--- config.mk ---
export PLATFORM = sky130hd
export DESIGN_NAME = pipe_stall_ctrl_flat
export DESIGN_NICKNAME = d
export VERILOG_FILES = /design/src/rtl/pipe_stall_ctrl_pkg.sv /design/src/rtl/pipe_stall_ctrl_if.sv /design/src/rtl/pipe_stall_ctrl_mc_cycle_counter.sv /design/src/rtl/pipe_stall_ctrl.sv /design/src/flat_wrapper.sv
export SDC_FILE = /design/constraint.sdc
export NUM_CORES = 1
export LEC_CHECK = 0
export ABC_AREA = 0
export BUFFER_PORTS_ARGS = -buffer_cell sky130_fd_sc_hd__buf_2
export CAP_MARGIN = 20
export CORE_ASPECT_RATIO = 0.75
export CORE_MARGIN = 1.5
export CORE_UTILIZATION = 41
export DETAILED_ROUTE_END_ITERATION = 10
export PLACE_DENSITY = 0.74
export SLEW_MARGIN = 20
export SYNTH_ARGS = -nofsm -noshare
export SYNTH_HDL_FRONTEND = slang
export SYNTH_SLANG_ARGS = --single-unit
--- constraint.sdc ---
create_clock -name clk -period 3.6 [get_ports clk]
set_clock_uncertainty 0.1 [all_clocks]
set_input_delay 0.54 -clock clk [delete_from_list [all_inputs] [get_ports clk]]
set_output_delay 0.54 -clock clk [all_outputs]
set_load 0.02 [all_outputs]
--- src/rtl/pipe_stall_ctrl_pkg.sv ---
// Shared constants and state encoding for the pipeline stall sequencer.
package pipe_stall_ctrl_pkg;

  localparam int DEF_CNT_W = 6;
  localparam int STALL_W   = 6;

  // stall bit order: 0=pc, 1=if, 2=id, 3=ex, 4=mem, 5=wb
  localparam logic [STALL_W-1:0] EX_STALL = 6'b001111;
  localparam logic [STALL_W-1:0] ID_STALL = 6'b000111;
  localparam logic [STALL_W-1:0] NONE     = 6'b000000;

  typedef enum logic {
    S_IDLE = 1'b0,
    S_BUSY = 1'b1
  } state_t;

endpackage

--- src/rtl/pipe_stall_ctrl_if.sv ---
// Stall request / stall vector bundle between the pipeline stages and the stall sequencer.
interface pipe_stall_ctrl_if
  import pipe_stall_ctrl_pkg::*;
#(
  parameter int CNT_W = DEF_CNT_W
);
  logic               stallreq_id;
  logic               stallreq_ex;
  logic               mc_start;
  logic [CNT_W-1:0]   mc_cycles;
  logic               flush;
  logic [STALL_W-1:0] stall;
  logic               mc_busy;
  logic               mc_done;
  logic [31:0]        stall_cycles;

  modport master (
    output stallreq_id, stallreq_ex, mc_start, mc_cycles, flush,
    input  stall, mc_busy, mc_done, stall_cycles
  );

  modport slave (
    input  stallreq_id, stallreq_ex, mc_start, mc_cycles, flush,
    output stall, mc_busy, mc_done, stall_cycles
  );
endinterface

--- src/rtl/pipe_stall_ctrl_mc_cycle_counter.sv ---
// Remaining-cycle down-counter for multi-cycle EX ops; never wraps below zero.
module mc_cycle_counter #(
  parameter int CNT_W = 6
) (
  input  logic             clk,
  input  logic             rst,
  input  logic             clr,
  input  logic             load,
  input  logic [CNT_W-1:0] load_val,
  input  logic             dec,
  output logic [CNT_W-1:0] cnt,
  output logic             zero
);

  always_ff @(posedge clk or posedge rst) begin
    if (rst) begin
      cnt <= '0;
    end else if (clr) begin
      cnt <= '0;
    end else if (load) begin
      cnt <= load_val;
    end else if (dec && (cnt != '0)) begin
      cnt <= cnt - CNT_W'(1);
    end
  end

  assign zero = (cnt == '0);

endmodule

--- src/rtl/pipe_stall_ctrl.sv ---
// Central stall/bubble sequencer: merges ID/EX stall requests and times multi-cycle EX ops.
// Optional stall-cycle performance counter enabled by defining PIPE_PERF_CNT_EN.
//
// state  | meaning
// S_IDLE | no multi-cycle op; stall follows flush/mc_start/stallreq_ex/stallreq_id priority
// S_BUSY | multi-cycle op running; EX_STALL held until counter reaches zero (mc_done)
module pipe_stall_ctrl
  import pipe_stall_ctrl_pkg::*;
#(
  parameter int CNT_W = DEF_CNT_W
) (
  input  logic clk,
  input  logic rst,
  pipe_stall_ctrl_if.slave bus
);

  state_t             state;
  logic               mc_busy_q;
  logic [STALL_W-1:0] stall_c;
  logic               done_c;
  logic               start_ok;
  logic               do_load;
  logic               do_dec;
  logic [CNT_W-1:0]   cnt;
  logic               cnt_zero;

  // Reset gates the outputs so an interrupted op drops its stall in the same cycle.
  always_comb begin
    stall_c  = NONE;
    done_c   = 1'b0;
    do_load  = 1'b0;
    do_dec   = 1'b0;
    start_ok = bus.mc_start && (bus.mc_cycles != '0);
    if (!rst && !bus.flush) begin
      if (state == S_BUSY) begin
        stall_c = EX_STALL;
        done_c  = cnt_zero;
        do_dec  = !cnt_zero;
      end else if (start_ok) begin
        stall_c = EX_STALL;
        done_c  = (bus.mc_cycles == CNT_W'(1));
        do_load = (bus.mc_cycles != CNT_W'(1));
      end else if (bus.stallreq_ex) begin
        stall_c = EX_STALL;
      end else if (bus.stallreq_id) begin
        stall_c = ID_STALL;
      end
    end
  end

  always_ff @(posedge clk or posedge rst) begin
    if (rst) begin
      state     <= S_IDLE;
      mc_busy_q <= 1'b0;
    end else begin
      unique case (state)
        S_IDLE: begin
          if (do_load) begin
            state     <= S_BUSY;
            mc_busy_q <= 1'b1;
          end
        end
        S_BUSY: begin
          if (bus.flush || cnt_zero) begin
            state     <= S_IDLE;
            mc_busy_q <= 1'b0;
          end
        end
        default: begin
          state     <= S_IDLE;
          mc_busy_q <= 1'b0;
        end
      endcase
    end
  end

  // Counter holds N-2: the start cycle and the final (done) cycle are not counted down.
  mc_cycle_counter #(
    .CNT_W (CNT_W)
  ) u_mc_cycle_counter (
    .clk      (clk),
    .rst      (rst),
    .clr      (bus.flush),
    .load     (do_load),
    .load_val (bus.mc_cycles - CNT_W'(2)),
    .dec      (do_dec),
    .cnt      (cnt),
    .zero     (cnt_zero)
  );

  assign bus.stall   = stall_c;
  assign bus.mc_done = done_c;
  assign bus.mc_busy = mc_busy_q;

`ifdef PIPE_PERF_CNT_EN
  logic [31:0] perf_q;

  always_ff @(posedge clk or posedge rst) begin
    if (rst) begin
      perf_q <= '0;
    end else if (stall_c[0] && (perf_q != 32'hFFFF_FFFF)) begin
      perf_q <= perf_q + 32'd1;
    end
  end

  assign bus.stall_cycles = perf_q;
`else
  assign bus.stall_cycles = 32'h0;
`endif

endmodule

--- src/flat_wrapper.sv ---
// flat-port wrapper written by rule: the top's interface ports become plain ports
module pipe_stall_ctrl_flat import pipe_stall_ctrl_pkg::*;
#(
  parameter int CNT_W = DEF_CNT_W
)
  (clk, rst, bus_stallreq_id, bus_stallreq_ex, bus_mc_start, bus_mc_cycles, bus_flush, bus_stall, bus_mc_busy, bus_mc_done, bus_stall_cycles);
  pipe_stall_ctrl_if #(.CNT_W(CNT_W)) bus_i ();
  input  logic clk;
  input  logic rst;
  input wire logic [$bits(bus_i.stallreq_id)-1:0] bus_stallreq_id;
  input wire logic [$bits(bus_i.stallreq_ex)-1:0] bus_stallreq_ex;
  input wire logic [$bits(bus_i.mc_start)-1:0] bus_mc_start;
  input wire logic [$bits(bus_i.mc_cycles)-1:0] bus_mc_cycles;
  input wire logic [$bits(bus_i.flush)-1:0] bus_flush;
  output wire logic [$bits(bus_i.stall)-1:0] bus_stall;
  output wire logic [$bits(bus_i.mc_busy)-1:0] bus_mc_busy;
  output wire logic [$bits(bus_i.mc_done)-1:0] bus_mc_done;
  output wire logic [$bits(bus_i.stall_cycles)-1:0] bus_stall_cycles;
  assign bus_i.stallreq_id = bus_stallreq_id;
  assign bus_i.stallreq_ex = bus_stallreq_ex;
  assign bus_i.mc_start = bus_mc_start;
  assign bus_i.mc_cycles = bus_mc_cycles;
  assign bus_i.flush = bus_flush;
  assign bus_stall = bus_i.stall;
  assign bus_mc_busy = bus_i.mc_busy;
  assign bus_mc_done = bus_i.mc_done;
  assign bus_stall_cycles = bus_i.stall_cycles;
  pipe_stall_ctrl #(.CNT_W(CNT_W)) u_core (.clk(clk), .rst(rst), .bus(bus_i));
endmodule
==> results of run 1 <==
==> synth_stat cells, types with 2 or more instances <==
cell                       instances  share of area (%)
sky130_fd_sc_hd__buf_4            36                 29
sky130_fd_sc_hd__o21ai_0           2                1.1
sky130_fd_sc_hd__nor3b_1           3                2.4
sky130_fd_sc_hd__inv_1             8                3.2
sky130_fd_sc_hd__nor2b_1           2                1.3
sky130_fd_sc_hd__xor2_1            2                1.9
sky130_fd_sc_hd__o31a_1            2                1.9
sky130_fd_sc_hd__or3_1             3                2.0
sky130_fd_sc_hd__ha_1              3                4.0
sky130_fd_sc_hd__clkbuf_1          3                1.2
sky130_fd_sc_hd__a21o_1            2                1.6
sky130_fd_sc_hd__dfrtp_1           8                 21
sky130_fd_sc_hd__nor3_1            3                1.6
sky130_fd_sc_hd__o31ai_1           4                3.2
sky130_fd_sc_hd__nor2_1            6                2.4
sky130_fd_sc_hd__o211ai_1          2                1.6
sky130_fd_sc_hd__a31oi_1           2                1.3
==> per-stage QoR <==
step | utilization, % | setup WS, ps | instances | hold WS, ps | power, W
after CTS | 44.1 | 850 | 150 | 161 | 0.000316
after global routing | 44.1 | 791 | 150 | 199 | 0.000336
final | 44.1 | 847 | 150 | 153 | 0.000315
after detailed placement | 43.0 | 851 | 147 | 376 | 0.000239
after floorplan | - | 874 | 145 | 256 | 0.000240
after global placement | 43.0 | 894 | 147 | 366 | 0.000238
==> routing by layer <==
| metal | vias to the layer above | track usage [%] | routed length (um) |
|---|---|---|---|
| li1 | 358 | - | - |
| met1 | 355 | 19.1 | 772 |
| met2 | 28 | 22.5 | 838 |
| met3 | 3 | 7.02 | 142 |
| met4 | 0 | 6.51 | 14 |
| met5 | - | 0 | 0 |
==> registers in the layout (all words and copies together), names as in the netlist <==
signal,flops
u_core.state,1
u_core.u_mc_cycle_counter.cnt,6
u_core.bus.mc_busy,1
==> worst max-delay path by stage <==
stage,end,startpoint,cells after the start,slack [ps]
finish,bus_stall[0],bus_mc_cycles[2],5,850
global route,bus_stall[0],bus_mc_cycles[2],5,790
floorplan,bus_stall[1],bus_mc_cycles[2],5,870
detailed placement,bus_stall[0],bus_mc_cycles[2],5,850
CTS,bus_stall[0],bus_mc_cycles[2],5,850
global placement,bus_stall[0],bus_mc_cycles[2],5,890
==> cell families after synthesis <==
group	Yosys count	share of synthesized area (%)
buffers and inverters	47	33.4
AOI/OAI and AO/OA	26	22.3
and+or+nand+nor	24	15.6
DFF	8	21.5
xor gates and xnor gates	3	2.82
adders and majority gates	3	4.03
other	1	0.402
==> layout make-up <==
cell class | instances | area, um^2
flip-flops and latches | 8 | 200
clock buffers | 3 | 22.5
fillers | 217 | 1150
repair buffers | 17 | 85.1
well taps | 24 | 30.0
multi-input cells | 90 | 544
inverters | 8 | 30.0
==> worst reg2reg max path, cell delays in order (launching register included) <==
cell and delay [ps]:
sky130_fd_sc_hd__dfrtp_1 430, sky130_fd_sc_hd__or4_4 530, sky130_fd_sc_hd__or3_1 340, sky130_fd_sc_hd__or3_1 330, sky130_fd_sc_hd__a311oi_2 230
==> power breakdown <==
group	internal (W)	switching, W	leakage, nW
Clock	0.0000385	0.0000377	0.0138
Combinational	0.0000409	0.0000844	0.347
Sequential	0.000102	0.0000124	0.105
==> impl_summary.log, run 1 <==
[metrics] outcome: completed
[metrics] crit path kind: input pin to output pin
[metrics] number of antenna violations at the first check in global routing: 0
[metrics] layout net count: 143
[metrics] most frequent standard cell in the layout excluding fill and tap cells: sky130_fd_sc_hd__conb_1
[metrics] die width: 58.1 um
[metrics] wirelength, routed: 1770 um
[metrics] sequential cell area fraction in the yosys report: 21.5%
[metrics] final HPWL from detailed placement: 1430 um
[metrics] critical path endpoint category: output pin
[metrics] final standard cell area without fillers: 912 um^2
[metrics] top-level I/O count: 52
[metrics] num rows: 14
[metrics] remaining antenna violation count: 0
[metrics] synthesis-stage register bit count: 8
[metrics] WL/cell: 11.8 um
[metrics] total setup violations reported at the end of the flow: 0
[metrics] vias in the first global route: 669
[metrics] hold violation total from the final report: 0
[metrics] CTS clock-pin slew for the worst setup and hold paths: 70 ps
[metrics] Die Height: 44.3 um
[metrics] CTS buffer count: 3
[metrics] chain of cells forming the critical path: buf_2 > or4_1 > o31a_1 > o41a_1 > buf_2
[metrics] worst supply voltage drop on vdd: 0.000147 V
[metrics] Syn-to-layout area delta: -2.15%
[metrics] max capacitance violation total: 0
[metrics] wire length of the first global-routing pass: 2880 um
[metrics] most frequent cell on the critical path: sky130_fd_sc_hd__buf_2
[metrics] maximum fanout along the worst path: 7
[metrics] RD Place Congestion: 0.834
[metrics] number of antenna cells inserted: 0
[metrics] clock latency reported for the late side of the worst-skew pair: 280 ps
[metrics] gate count after technology mapping: 112
[metrics] Clock Tree Buf Depth: 2
[metrics] crit path max-delay cell type: sky130_fd_sc_hd__or4_1
[metrics] aggregate global routing overflow: 0
[metrics] highest-count cells in the layout ignoring fill and taps: 34 x sky130_fd_sc_hd__conb_1, 17 x sky130_fd_sc_hd__buf_2, 8 x sky130_fd_sc_hd__inv_1, 8 x sky130_fd_sc_hd__dfrtp_1, 6 x sky130_fd_sc_hd__nor2_1
[metrics] endpoint arrival time on the critical path: 2110 ps
[metrics] setup repair after global routing missed its margin: false
[metrics] Core Area: 2070 um^2
[metrics] Detailed Routing Iterations Pass 1: 6
[metrics] delay of the slowest cell on the worst path: 660 ps
[metrics] number of different library cells in the post-synthesis netlist: 38
[metrics] highest clock frequency the design can meet: 363 MHz
[metrics] crit-path leading delay family: simple AND/OR/NAND/NOR gates
[metrics] clk sink count: 8
[metrics] CTS root buf: sky130_fd_sc_hd__clkbuf_4
[metrics] reg2reg path depth: 4
[metrics] vias after detailed routing: 744
[metrics] maximum number of pins on one net before global-route repair: 14
[metrics] Global Route Usage Sum: 15.2%
[metrics] Ys Warns: 0
[metrics] Static Leakage: 0.466 nW
[metrics] worst min-delay path category: input pin to async pin
[metrics] capture instance of the worst register-to-register path: u_core.u_mc_cycle_counter.cnt[5]
[metrics] share of the cycle needed by the critical path after routing: 76.5%
[metrics] proportion of synthesized flip-flops having asynchronous set or reset: 100%
[metrics] Setup Total Neg Slack: 0 ps
[metrics] Post-synth top flop: sky130_fd_sc_hd__dfrtp_1
[metrics] # resized after CTS: 0
[metrics] maximum level of the CTS H-tree: 1
[metrics] power density over the cells: 346 nW/um^2
[metrics] Hold Buf Count CTS: 0
[metrics] post-CTS setup buffer count: 0
[metrics] required time of the critical path: 2960 ps
[metrics] CTS tree: yes
[metrics] share of cells above drive strength 1: 19.0%
[metrics] Detailed Route Iter0 Violations: 14
[metrics] placed inst area: 890 um^2
[metrics] cell area after synthesis: 932 um^2
[metrics] average cell area after synthesis: 8.32 um^2
[metrics] number of buffers inserted by port buffering: 17
[metrics] R2R Path Start: u_core.u_mc_cycle_counter.cnt[2]
[metrics] worst-case register-to-register setup slack: 1570 ps
[metrics] number of remaining DRC errors: 0
[metrics] Total Die Area: 2570 um^2
[metrics] Starting Density: 45.1%
[metrics] Final Max Tran Viols: 0
[metrics] EDFF count, synth: 0
[metrics] CP startpoint kind: input pin
[metrics] detail-routed via count per cell: 4.96
[metrics] Bufs and invs on worst path: 2
[metrics] final critical path time including I/O delays and setup: 2750 ps
Power figures use the tool's default switching activity.
==> inputs of run 2 (changes only) <==
==> constraint.sdc (replaced) <==
create_clock -name clk -period 2.6 [get_ports clk]
set_clock_uncertainty 0.1 [all_clocks]
set_input_delay 0.39 -clock clk [delete_from_list [all_inputs] [get_ports clk]]
set_output_delay 0.39 -clock clk [all_outputs]
set_load 0.02 [all_outputs]
==> impl_summary.log, run 2 (same netlist as run 1, synthesis figures left out) <==
[metrics] Setup Total Neg Slack: 0 ps (unchanged)
[metrics] CTS root buf: sky130_fd_sc_hd__clkbuf_4
[metrics] final HPWL from detailed placement: 1440 um (+0.25%)
[metrics] number of antenna cells inserted: 0 (unchanged)
[metrics] number of antenna violations at the first check in global routing: 0 (unchanged)
[metrics] worst setup path startpoint: bus_mc_cycles[2]
[metrics] Core Area: 2070 um^2 (unchanged)
[metrics] RD Place Congestion: 0.894 (+7.1%)
[metrics] CTS tree: yes
[metrics] worst slack after detailed placement: 278 ps (-572 ps)
[metrics] CTS clock-pin slew for the worst setup and hold paths: 70 ps (about the same)
[metrics] worst supply voltage drop on vdd: 0.000371 V (+150%)
[metrics] Starting Density: 45.1% (unchanged)
[metrics] Largest register FFs: 6 (unchanged)
[metrics] Setup WS post-layout: 265 ps (-582 ps)
[metrics] total setup violations reported at the end of the flow: 0 (unchanged)
[metrics] number of buffers inserted by port buffering: 17 (unchanged)
[metrics] final hold slack: 0.146 ps (-153 ps)
[metrics] area of the multi-input gates: 544 um^2 (unchanged)
[metrics] max capacitance violation total: 0 (unchanged)
[metrics] most frequent standard cell in the layout excluding fill and tap cells: sky130_fd_sc_hd__conb_1
[metrics] layout filler cell count: 223 (+2.8%)
[metrics] top-level I/O count: 52 (unchanged)
[metrics] maximum level of the CTS H-tree: 1 (unchanged)
[metrics] Detailed Route Iter0 Violations: 28 (+14)
[metrics] remaining antenna violation count: 0 (unchanged)
[metrics] Die Height: 44.3 um (unchanged)
[metrics] num rows: 14 (unchanged)
[metrics] number of remaining DRC errors: 0 (unchanged)
[metrics] critical path endpoint category: output pin
[metrics] R2R Path Start: u_core.u_mc_cycle_counter.cnt[2]
[metrics] maximum fanout along the worst path: 3 (-4)
[metrics] clk sink count: 8 (unchanged)
[metrics] DP Cell Count: 148 (+0.68%)
[metrics] hold violation total from the final report: 0 (unchanged)
[metrics] vias after detailed routing: 756 (+1.6%)
[metrics] crit path kind: input pin to output pin
[metrics] CTS buffer count: 3 (unchanged)
[metrics] highest-count cells in the layout ignoring fill and taps: 34 x sky130_fd_sc_hd__conb_1, 17 x sky130_fd_sc_hd__buf_2, 8 x sky130_fd_sc_hd__inv_1, 8 x sky130_fd_sc_hd__dfrtp_1, 6 x sky130_fd_sc_hd__nor2_1
[metrics] post-CTS setup buffer count: 0 (unchanged)
[metrics] wirelength, routed: 1790 um (+1.3%)
[metrics] final critical path time including I/O delays and setup: 2330 ps
[metrics] Static Leakage: 0.470 nW (+0.91%)
[metrics] layout net count: 144 (+0.70%)
[metrics] wire length of the first global-routing pass: 2770 um (-4.1%)
[metrics] WL/cell: 11.9 um (+0.63%)
[metrics] share of cells above drive strength 1: 19.7% (+0.64 points)
[metrics] Final Non-Filler Cells: 151 (+0.67%)
[metrics] setup repair after global routing missed its margin: false
[metrics] endpoint arrival time on the critical path: 1840 ps (-270 ps)
[metrics] die width: 58.1 um (unchanged)
[metrics] highest clock frequency the design can meet: 428 MHz
[metrics] Total Die Area: 2570 um^2 (unchanged)
[metrics] Final Max Tran Viols: 0 (unchanged)
[metrics] CP startpoint kind: input pin
[metrics] outcome: completed
[metrics] Syn-to-layout area delta: -1.34%
[metrics] aggregate global routing overflow: 0 (unchanged)
[metrics] Global Route Usage Sum: 14.5% (-0.62 points)
[metrics] vias in the first global route: 604 (-9.7%)
[metrics] clock latency reported for the late side of the worst-skew pair: 270 ps (about the same)
[metrics] worst min-delay path category: input pin to async pin
[metrics] Clock Tree Buf Depth: 2 (unchanged)
[metrics] share of the cycle needed by the critical path after routing: 89.8%
[metrics] # resized after CTS: 0 (unchanged)
[metrics] power density over the cells: 474 nW/um^2 (+37%)
[metrics] maximum number of pins on one net before global-route repair: 14 (unchanged)
[metrics] required time of the critical path: 2110 ps (-850 ps)
[metrics] detail-routed via count per cell: 5.01 (+0.94%)
[metrics] register containing the most flip-flops in the final layout: u_core.u_mc_cycle_counter.cnt
[metrics] Detailed Routing Iterations Pass 1: 6 (unchanged)
[metrics] Register Area: 200 um^2 (unchanged)
[metrics] Hold Buf Count CTS: 0 (unchanged)
-- run 2: changes by cell type in the layout (fill, tap and decap cells not counted), sizes merged --
cell	delta
buf	+1
-- run 2: final cells by class --
| class | count | area share (%) |
|---|---|---|
| Clock buffer | 3 | 2.45 |
| Timing Repair Buffer | 18 | 10.1 |
| Multi-Input combinational cell | 90 | 59.2 |
| Inverter | 8 | 3.27 |
| Tap cell | 24 | 3.27 |
| Sequential cell | 8 | 21.8 |
-- run 2: worst max-delay path, cell delays in order --
cell                     delay, ps
sky130_fd_sc_hd__buf_2         110
sky130_fd_sc_hd__or4_1         540
sky130_fd_sc_hd__o31a_1        280
sky130_fd_sc_hd__o41a_1        350
sky130_fd_sc_hd__buf_2         180
-- run 2: power breakdown --
part / internal, W / switching, W
clock: 0.0000532 / 0.0000502
sequential: 0.000141 / 0.0000172
combinational: 0.0000570 / 0.000118
total: 0.000251 / 0.000185
-- run 2: metrics by stage --
stage | utilization, % | total power, W | cell area, um^2
global placement | 43.4 | 0.000329 | 897
global route | 44.5 | 0.000469 | 920
detailed placement | 43.4 | 0.000333 | 897
CTS | 44.5 | 0.000438 | 920
floorplan | - | 0.000333 | 1060
finish | 44.5 | 0.000436 | 920
-- run 2: path summary, 6_finish.rpt --
path	endpoint	slack, ps	depth (start not counted)
worst max-delay path	bus_stall[1]	270	5
worst min-delay path	u_core.u_mc_cycle_counter.cnt[3]	0.1	2
worst max register to register	u_core.u_mc_cycle_counter.cnt[5]	580	4
worst min register to register	u_core.bus.mc_busy	390	1
max in group asynchronous	u_core.u_mc_cycle_counter.cnt[2]	2140	2
min in group clk	u_core.u_mc_cycle_counter.cnt[5]	350	2
-- run 2: routing by layer --
| metal | track usage, % | up-vias | wire (um) |
|---|---|---|---|
| li1 | - | 361 | - |
| met1 | 19.2 | 361 | 795 |
| met2 | 22.5 | 32 | 843 |
| met3 | 6.14 | 2 | 140 |
| met4 | 2.79 | 0 | 11 |
| met5 | 0 | - | 0 |
